<file path="src/rtl/acq_write_ctrl_if.sv">
// Capture-controller bus: trigger/sample inputs, RAM write port and status outputs.
// The master side drives control and samples; the slave side is the controller.
interface acq_write_ctrl_if #(
  parameter int ADDR_W = 13,
  parameter int DATA_W = 16,
  parameter int SMP_W  = 10
) ();
  logic              arm;
  logic              abort;
  logic              trig;
  logic [ADDR_W-1:0] len;
  logic [SMP_W-1:0]  smp_data;
  logic              smp_valid;
  logic [DATA_W-1:0] ram_wdata;
  logic [ADDR_W-1:0] ram_waddr;
  logic              ram_wr;
  logic              busy;
  logic              done;
  logic [ADDR_W:0]   wr_cnt;

  modport master (
    output arm, abort, trig, len, smp_data, smp_valid,
    input  ram_wdata, ram_waddr, ram_wr, busy, done, wr_cnt
  );

  modport slave (
    input  arm, abort, trig, len, smp_data, smp_valid,
    output ram_wdata, ram_waddr, ram_wr, busy, done, wr_cnt
  );
endinterface

</file>
<file path="src/rtl/acq_write_ctrl.sv">
// Armed, trigger-started capture of ADC samples into consecutive RAM addresses.
// Optional macro ACQ_TAG_EN adds a first-sample flag and acquisition tag in the upper data bits.
//
// state   | meaning
// --------+-----------------------------------------------------------
// IDLE    | waiting for arm; outputs hold last acquisition's counters
// ARMED   | waiting for a fresh trig rising edge
// CAPTURE | storing each valid sample until the latched length is met
// DONE    | acquisition complete, RAM ready for readout
module acq_write_ctrl #(
  parameter int ADDR_W = 13,
  parameter int DATA_W = 16,
  parameter int SMP_W  = 10
) (
  input logic          clk,
  input logic          rst,
  acq_write_ctrl_if.slave bus
);
  localparam int CNT_W = ADDR_W + 1;
  localparam logic [CNT_W-1:0] CNT_ONE  = CNT_W'(1);
  localparam logic [CNT_W-1:0] FULL_LEN = CNT_W'(1) << ADDR_W;

  typedef enum logic [1:0] {S_IDLE, S_ARMED, S_CAPTURE, S_DONE} state_t;

  state_t            state_q, state_d;
  logic              trig_q;
  logic [CNT_W-1:0]  wr_cnt_q, wr_cnt_d;
  logic [CNT_W-1:0]  len_lat_q, len_lat_d;
  logic [ADDR_W-1:0] ram_waddr_q, ram_waddr_d;
  logic [DATA_W-1:0] ram_wdata_q, ram_wdata_d;
  logic              ram_wr_q, ram_wr_d;
  logic              busy_q, busy_d;
  logic              done_q, done_d;
`ifdef ACQ_TAG_EN
  logic [4:0]        acq_cnt_q, acq_cnt_d;
  logic [4:0]        tag_q, tag_d;
`endif

  logic              trig_rise;
  logic              arm_ok;
  logic              smp_take;
  logic [CNT_W-1:0]  cnt_inc;
  logic [DATA_W-1:0] smp_word;

  always_ff @(posedge clk) begin
    if (rst) begin
      state_q     <= S_IDLE;
      trig_q      <= 1'b0;
      wr_cnt_q    <= '0;
      len_lat_q   <= '0;
      ram_waddr_q <= '0;
      ram_wdata_q <= '0;
      ram_wr_q    <= 1'b0;
      busy_q      <= 1'b0;
      done_q      <= 1'b0;
`ifdef ACQ_TAG_EN
      acq_cnt_q   <= '0;
      tag_q       <= '0;
`endif
    end else begin
      state_q     <= state_d;
      trig_q      <= bus.trig;
      wr_cnt_q    <= wr_cnt_d;
      len_lat_q   <= len_lat_d;
      ram_waddr_q <= ram_waddr_d;
      ram_wdata_q <= ram_wdata_d;
      ram_wr_q    <= ram_wr_d;
      busy_q      <= busy_d;
      done_q      <= done_d;
`ifdef ACQ_TAG_EN
      acq_cnt_q   <= acq_cnt_d;
      tag_q       <= tag_d;
`endif
    end
  end

  // abort outranks arm, which outranks trigger and sample activity
  always_comb begin
    trig_rise = bus.trig & ~trig_q;
    arm_ok    = bus.arm & ~bus.abort & ((state_q == S_IDLE) | (state_q == S_DONE));
    smp_take  = ~bus.abort & (state_q == S_CAPTURE) & bus.smp_valid;
    cnt_inc   = wr_cnt_q + CNT_ONE;
    state_d   = state_q;
    if (bus.abort) begin
      state_d = S_IDLE;
    end else begin
      case (state_q)
        S_IDLE, S_DONE: if (bus.arm) state_d = S_ARMED;
        S_ARMED:        if (trig_rise) state_d = S_CAPTURE;
        S_CAPTURE:      if (smp_take && (cnt_inc == len_lat_q)) state_d = S_DONE;
        default:        state_d = S_IDLE;
      endcase
    end
  end

  always_comb begin
    smp_word = '0;
    smp_word[SMP_W-1:0] = bus.smp_data;
`ifdef ACQ_TAG_EN
    smp_word[DATA_W-1]          = (wr_cnt_q == '0);
    smp_word[DATA_W-2:DATA_W-6] = tag_q;
    acq_cnt_d = acq_cnt_q;
    tag_d     = tag_q;
`endif
    wr_cnt_d    = wr_cnt_q;
    len_lat_d   = len_lat_q;
    ram_waddr_d = ram_waddr_q;
    ram_wdata_d = ram_wdata_q;
    ram_wr_d    = 1'b0;
    if (arm_ok) begin
      wr_cnt_d  = '0;
      len_lat_d = (bus.len == '0) ? FULL_LEN : {1'b0, bus.len};
`ifdef ACQ_TAG_EN
      tag_d     = acq_cnt_q;
      acq_cnt_d = acq_cnt_q + 5'd1;
`endif
    end else if (smp_take) begin
      ram_wr_d    = 1'b1;
      ram_waddr_d = wr_cnt_q[ADDR_W-1:0];
      ram_wdata_d = smp_word;
      wr_cnt_d    = cnt_inc;
    end
    busy_d = (state_d == S_ARMED) || (state_d == S_CAPTURE);
    done_d = (state_d == S_DONE);
  end

  assign bus.ram_wdata = ram_wdata_q;
  assign bus.ram_waddr = ram_waddr_q;
  assign bus.ram_wr    = ram_wr_q;
  assign bus.busy      = busy_q;
  assign bus.done      = done_q;
  assign bus.wr_cnt    = wr_cnt_q;
endmodule

</file>
<file path="src/flat_wrapper.sv">
// flat-port wrapper written by rule: the top's interface ports become plain ports
module acq_write_ctrl_flat 
#(
  parameter int ADDR_W = 13,
  parameter int DATA_W = 16,
  parameter int SMP_W  = 10
)
  (clk, rst, bus_arm, bus_abort, bus_trig, bus_len, bus_smp_data, bus_smp_valid, bus_ram_wdata, bus_ram_waddr, bus_ram_wr, bus_busy, bus_done, bus_wr_cnt);
  acq_write_ctrl_if #(.ADDR_W(ADDR_W), .DATA_W(DATA_W), .SMP_W(SMP_W)) bus_i ();
  input logic clk;
  input logic rst;
  input wire logic [$bits(bus_i.arm)-1:0] bus_arm;
  input wire logic [$bits(bus_i.abort)-1:0] bus_abort;
  input wire logic [$bits(bus_i.trig)-1:0] bus_trig;
  input wire logic [$bits(bus_i.len)-1:0] bus_len;
  input wire logic [$bits(bus_i.smp_data)-1:0] bus_smp_data;
  input wire logic [$bits(bus_i.smp_valid)-1:0] bus_smp_valid;
  output wire logic [$bits(bus_i.ram_wdata)-1:0] bus_ram_wdata;
  output wire logic [$bits(bus_i.ram_waddr)-1:0] bus_ram_waddr;
  output wire logic [$bits(bus_i.ram_wr)-1:0] bus_ram_wr;
  output wire logic [$bits(bus_i.busy)-1:0] bus_busy;
  output wire logic [$bits(bus_i.done)-1:0] bus_done;
  output wire logic [$bits(bus_i.wr_cnt)-1:0] bus_wr_cnt;
  assign bus_i.arm = bus_arm;
  assign bus_i.abort = bus_abort;
  assign bus_i.trig = bus_trig;
  assign bus_i.len = bus_len;
  assign bus_i.smp_data = bus_smp_data;
  assign bus_i.smp_valid = bus_smp_valid;
  assign bus_ram_wdata = bus_i.ram_wdata;
  assign bus_ram_waddr = bus_i.ram_waddr;
  assign bus_ram_wr = bus_i.ram_wr;
  assign bus_busy = bus_i.busy;
  assign bus_done = bus_i.done;
  assign bus_wr_cnt = bus_i.wr_cnt;
  acq_write_ctrl #(.ADDR_W(ADDR_W), .DATA_W(DATA_W), .SMP_W(SMP_W)) u_core (.clk(clk), .rst(rst), .bus(bus_i));
endmodule
</file>
<file path="config.mk">
export PLATFORM = sky130hd
export DESIGN_NAME = acq_write_ctrl_flat
export DESIGN_NICKNAME = d
export VERILOG_FILES = /design/src/rtl/acq_write_ctrl_if.sv /design/src/rtl/acq_write_ctrl.sv /design/src/flat_wrapper.sv
export SDC_FILE = /design/constraint.sdc
export NUM_CORES = 1
export LEC_CHECK = 0
export BUFFER_PORTS_ARGS = -buffer_cell sky130_fd_sc_hd__buf_4
export CAP_MARGIN = 20
export CORE_MARGIN = 8
export CORE_UTILIZATION = 49
export DETAILED_ROUTE_END_ITERATION = 10
export PLACE_DENSITY = 0.76
export SLEW_MARGIN = 20
export SYNTH_ARGS = -nofsm -noshare
export SYNTH_HDL_FRONTEND = slang
export SYNTH_SLANG_ARGS = --single-unit
</file>
<file path="constraint.sdc">
create_clock -name clk -period 7.3 [get_ports clk]
set_clock_uncertainty 0.2 [all_clocks]
set_input_delay 0.365 -clock clk [delete_from_list [all_inputs] [get_ports clk]]
set_output_delay 0.365 -clock clk [all_outputs]
set_load 0.01 [all_outputs]
</file>
After elaboration in Yosys (flattened, before gate mapping)
Cells that the tools add are included.
{ "op_classes": {"n_addsub": 1, "order_cmp": 0, "shift": 0, "div_mod_pow": 0, "muxes": 7, "bitwise_logic": 9, "n_reduce_logical": 7, "multipliers": 0, "n_eq_ne": 7} }
{ "op_table": {"columns": ["op", "n"], "rows": [
  ["$add A14 B1 Y14 const B", 1],
  ["$eq A14 B14 Y1", 1],
  ["$mux W14", 1],
  ["$logic_not A13 Y1", 1],
  ["$eq A2 B2 Y1 const B", 4],
  ["$mux W2", 4],
  ["$pmux W2 S3", 1],
  ["$and A1 B1 Y1", 5],
  ["$eq A2 B1 Y1 const B", 2],
  ["$reduce_or A2 Y1", 2],
  ["$not A1 Y1", 3],
  ["$logic_not A2 Y1", 1],
  ["$reduce_and A2 Y1", 1],
  ["$logic_and A1 B1 Y1", 1],
  ["$logic_or A1 B1 Y1", 1],
  ["$mux W1", 1],
  ["$or A1 B1 Y1", 1]
]} }
{ "totals": {"output_inout_bits": 46, "ramBits": 0, "inputBits": 29, "n_memories": 0, "latch_bits": 0, "wordCells": 40, "mem_bits_ro": 0, "register_bits": 57} }

Longest topological paths before layout
{ "depth": {"depth_word": 9, "depth_mapped": 10} }

Least setup slack after synthesis
No wires, ideal clock.
{ "synth_timing": {"path_kind": "reg-to-reg", "from": "register u_core.wr_cnt_q[0], in the netlist u_core.bus.wr_cnt[0]", "to": "register u_core.busy_q, in the netlist u_core.bus.busy", "slack_ps": 4870, "n_path_buf": 1, "stages_incl_launch_ff": 11, "arrival_ps": 2101, "setup_ps": 129, "cell_sequence": "dfxtp_1 -> ha_1 -> buf_2 -> nand3_1 -> a21oi_1 -> o2111ai_1 -> a2111oi_2 -> nand4_1 -> nand2_1 -> ha_1 -> nor2b_1"} }
{ "synth_via": {"elab_chain_cells": 8, "word_cells_on_any_way": 9, "cone_classes": "1 x add/sub; 3 x eq/ne; 3 x mux; 2 x reduce/logical"} }
{ "synth_rtl": {"columns": ["element", "line_no", "text"], "rows": [
  ["start: declaration", "acq_write_ctrl.sv:27", "logic [CNT_W-1:0] wr_cnt_q, wr_cnt_d;"],
  ["start signal: assignment", "acq_write_ctrl.sv:63", "wr_cnt_q <= wr_cnt_d;"],
  ["$add A14 B1 Y14 (*)", "acq_write_ctrl.sv:82", "cnt_inc = wr_cnt_q + CNT_ONE;"],
  ["$eq A14 B14 Y1 (*)", "acq_write_ctrl.sv:90", "S_CAPTURE: if (smp_take && (cnt_inc == len_lat_q)) state_d = S_DONE;"],
  ["$logic_and A1 B1 Y1 (*)", "acq_write_ctrl.sv:90", null],
  ["$mux W2 (*)", "acq_write_ctrl.sv:90", null],
  ["$pmux W2 S3 (*)", "acq_write_ctrl.sv:87", "case (state_q)"],
  ["$mux W2 (*)", "acq_write_ctrl.sv:84", "if (bus.abort) begin"],
  ["via u_core.state_d[0]", "acq_write_ctrl.sv:25", "state_t state_q, state_d;"],
  ["$eq A2 B1 Y1 / $eq A2 B2 Y1 (equally long branches)", "acq_write_ctrl.sv:123", "busy_d = (state_d == S_ARMED) || (state_d == S_CAPTURE);"],
  ["$logic_or A1 B1 Y1 (*)", "acq_write_ctrl.sv:123", null],
  ["via u_core.busy_d", "acq_write_ctrl.sv:32", "logic busy_q, busy_d;"],
  ["end signal: assignment", "acq_write_ctrl.sv:68", "busy_q <= busy_d;"],
  ["end: declaration", "acq_write_ctrl.sv:32", null]
]} }
The timed path passes the listed nets; every way through them passes the cells marked *.
A chain may end at the register's enable or synchronous reset.

Final worst setup path
Ends and elaborated chain as after synthesis.

==> flow_summary.toml <==
[setup_path]
critPathBufInv = 0
crit_family = "compound AO/OA/AOI/OAI gates"
critPathRequiredTime_ns = 7.31
crit_path_end_kind = "register"
start_kind = "register"
critPathKind = "register to register"
crit_arrival_ns = 2.80
slowest_delay_ns = 0.51
crit_top_cell = "ha_1"
cp_max_fo = 7
crit_chain = "ha_1 > nand3_1 > a21oi_1 > o2111ai_1 > a2111oi_2 > nand4_1 > nand2_1 > ha_1 > nor2b_1"
r2r_start = "u_core.bus.wr_cnt[0]$_SDFFE_PP0P_"
slowest_stage = "dfxtp_1"
critPathLaunch = "u_core.bus.wr_cnt[0]$_SDFFE_PP0P_"

[place]
dp.cells = 452
portBuffers = 68
hpwl_um = 5350
gp_congestion = 0.938

[route]
wl_per_cell_um = 15.3
antenna_left = 0
viasPerCell = 5.24
first_iter_violations = 189
vias = 2452
drc = 0
dr.pass1.iters = 5
routed_wl_um = 7170

[clock_tree]
cts_setup_buffers = 0
htreeDepth = 3
clk_path_buf_depth = 2
numCtsBuffers = 9
clk_latency_ns = 0.34
clkTransAtPathRegs_ns = 0.07
ctsHoldBuffers = 0
cts_tree = "yes"
cts-resized-gates = 0
cts_root_buf = "clkbuf_8"
cts_sinks = 57

[die]
io_pins = 75
fp.dieH_um = 90.5
die_w_um = 90.5
rows = 27
core_area_sq_um = 5440
die_area_sq_um = 8180
start_util_pct = 50.0

[min_path]
holdCritPathClass = "input pin to register"
hp-start = "bus_trig"

[synthesis]
synth-seq-area-share_pct = 42.0
synth_seq_cells = 57
synthFlopType = "dfxtp_1"
syn_area_per_cell_sq_um = 8.16
yosys_warnings = 0
synth_edf_count = 0
syn_inst = 333
ys_async_sr_fraction_pct = 0
syn_area_sq_um = 2720
synth_cell_types = 45

[grt]
grt_pass1_vias = 2442
met1_usage_pct = 21.5
met2_usage_pct = 28.9
grt.total_usage_pct = 17.8
antenna_found_initial = 0
busiest_layer = "met2"
grtUsageMet3_pct = 4.57
grt_max_degree = 39
grt-ovfl-total = 0
grt_first_pass_wirelength_um = 11900

[power_and_ir_drop]
p_per_area_nw_per_um2 = 204
p_leak_nw = 1.33
ir_worst_vdd_mv = 0.141

[cells_and_area]
drive_gt1_share_pct = 24.2
regArea_sq_um = 1140
multi_input_area_sq_um = 1450
nets = 424
antenna_cells = 0
area_growth_pct = 26.2
fin_cells = 468
fill_cells = 491

[sta]
maxSlewHeadroom_pct = 31.9
tightestPinTransition_ns = 1.02
rsz0062_at_grt = "no"
setup_tns_ns = 0
fmax_mhz = 359
finalSetupViolations = 0
min_period_over_period_pct = 38.1
hold_viol = 0
fin_crit_ns = 2.78
slew_viol_final = 0
holdWs_ns = 0.0530

[job]
cap_violations = 0

[outcome]
status = "complete, no violations"
## synthesized netlist by cell type, types with 3 or more instances
cell type / instances / share of area [%]
nand2_1: 71 / 9.8
dfxtp_1: 57 / 42
a21oi_1: 35 / 6.4
nor2_1: 33 / 4.6
xnor2_1: 21 / 6.8
clkbuf_1: 11 / 1.5
buf_4: 10 / 2.8
nor3_1: 9 / 1.7
a22o_1: 8 / 2.6
nor2b_1: 8 / 1.8
xor2_1: 8 / 2.6
nand3_1: 6 / 1.1
buf_2: 5 / 0.92
nand4_1: 5 / 1.2
o21ai_0: 5 / 0.92
ha_1: 4 / 1.8
nor4_1: 4 / 0.92
nor3b_1: 3 / 0.83
## path summary, 6_finish.rpt
kind,endpoint,slack (ns),cells past startpoint
setup / recovery,u_core.bus.busy$_SDFF_PP0_,4.52,9
hold / removal,u_core.trig_q$_SDFF_PP0_,0.05,2
setup reg to reg,u_core.bus.busy$_SDFF_PP0_,4.52,9
hold reg to reg,u_core.bus.ram_wdata[8]$_SDFFE_PP0P_,0.25,2
## sequential cells by signal, summed over array words and instances, names as in the netlist
register and flops:
u_core.len_lat_q 14, u_core.bus.ram_wr 1, u_core.trig_q 1, u_core.state_q 2
u_core.bus.wr_cnt 14, u_core.bus.ram_waddr 13, u_core.bus.done 1, u_core.bus.busy 1
u_core.bus.ram_wdata 10
## layout by cell type, fill, tap and decap left out, types with 3 or more instances in the layout
cell type	instances
nand2_1	71
buf_4	68
dfxtp_1	57
a21oi_1	34
nor2_1	33
xnor2_1	21
clkbuf_8	11
nor3_1	9
nor2b_1	8
xor2_1	8
a22o_1	8
nand3_1	6
conb_1	6
o21ai_0	5
nand4_1	5
nor4_1	4
ha_1	4
nor3b_1	3
## per-layer routing
layer,wire length (um),vias to the layer above
li1,-,1229
met1,3080,1150
met2,3510,59
met3,410,14
met4,160,0
met5,0,-
## power breakdown
group | switching [mW] | total, mW | internal, mW | leakage, nW
combinational | 0.0232 | 0.0440 | 0.0207 | 0.758
sequential | 0.00443 | 0.320 | 0.316 | 0.461
clock | 0.125 | 0.335 | 0.209 | 0.115
## cells by family after synthesis
| group | after synthesis | share of synthesized area [%] |
|---|---|---|
| flip-flops | 57 | 42.0 |
| adder cells (fa/ha/maj) | 4 | 1.84 |
| AND/OR/NAND/NOR | 154 | 27.2 |
| other | 1 | 0.138 |
| buffers and inverters | 28 | 5.48 |
| AO/OA/AOI/OAI | 60 | 14.0 |
| XOR/XNOR | 29 | 9.35 |
## through the flow
step           worst slack [ns]  total power [mW]  area [sq um]  utilization (%)
2_1_floorplan              4.87             0.353          2740                -
3_3_place_gp               4.73             0.370          3200             58.8
3_5_place_dp               4.58             0.371          3200             58.8
4_1_cts                    4.55             0.707          3430             63.0
5_1_grt                    4.36             0.725          3430             63.0
6_report                   4.52             0.699          3430             63.0
## cell type report
class	instances	share of cell area, %
clock buffers	11	4.42
clock inverters	5	2.26
inverters	2	0.219
multi-input cells	253	42.3
flip-flops and latches	57	33.3
well taps	72	2.63
repair buffers	68	14.9
No activity file was read; power rests on OpenSTA's default activity.
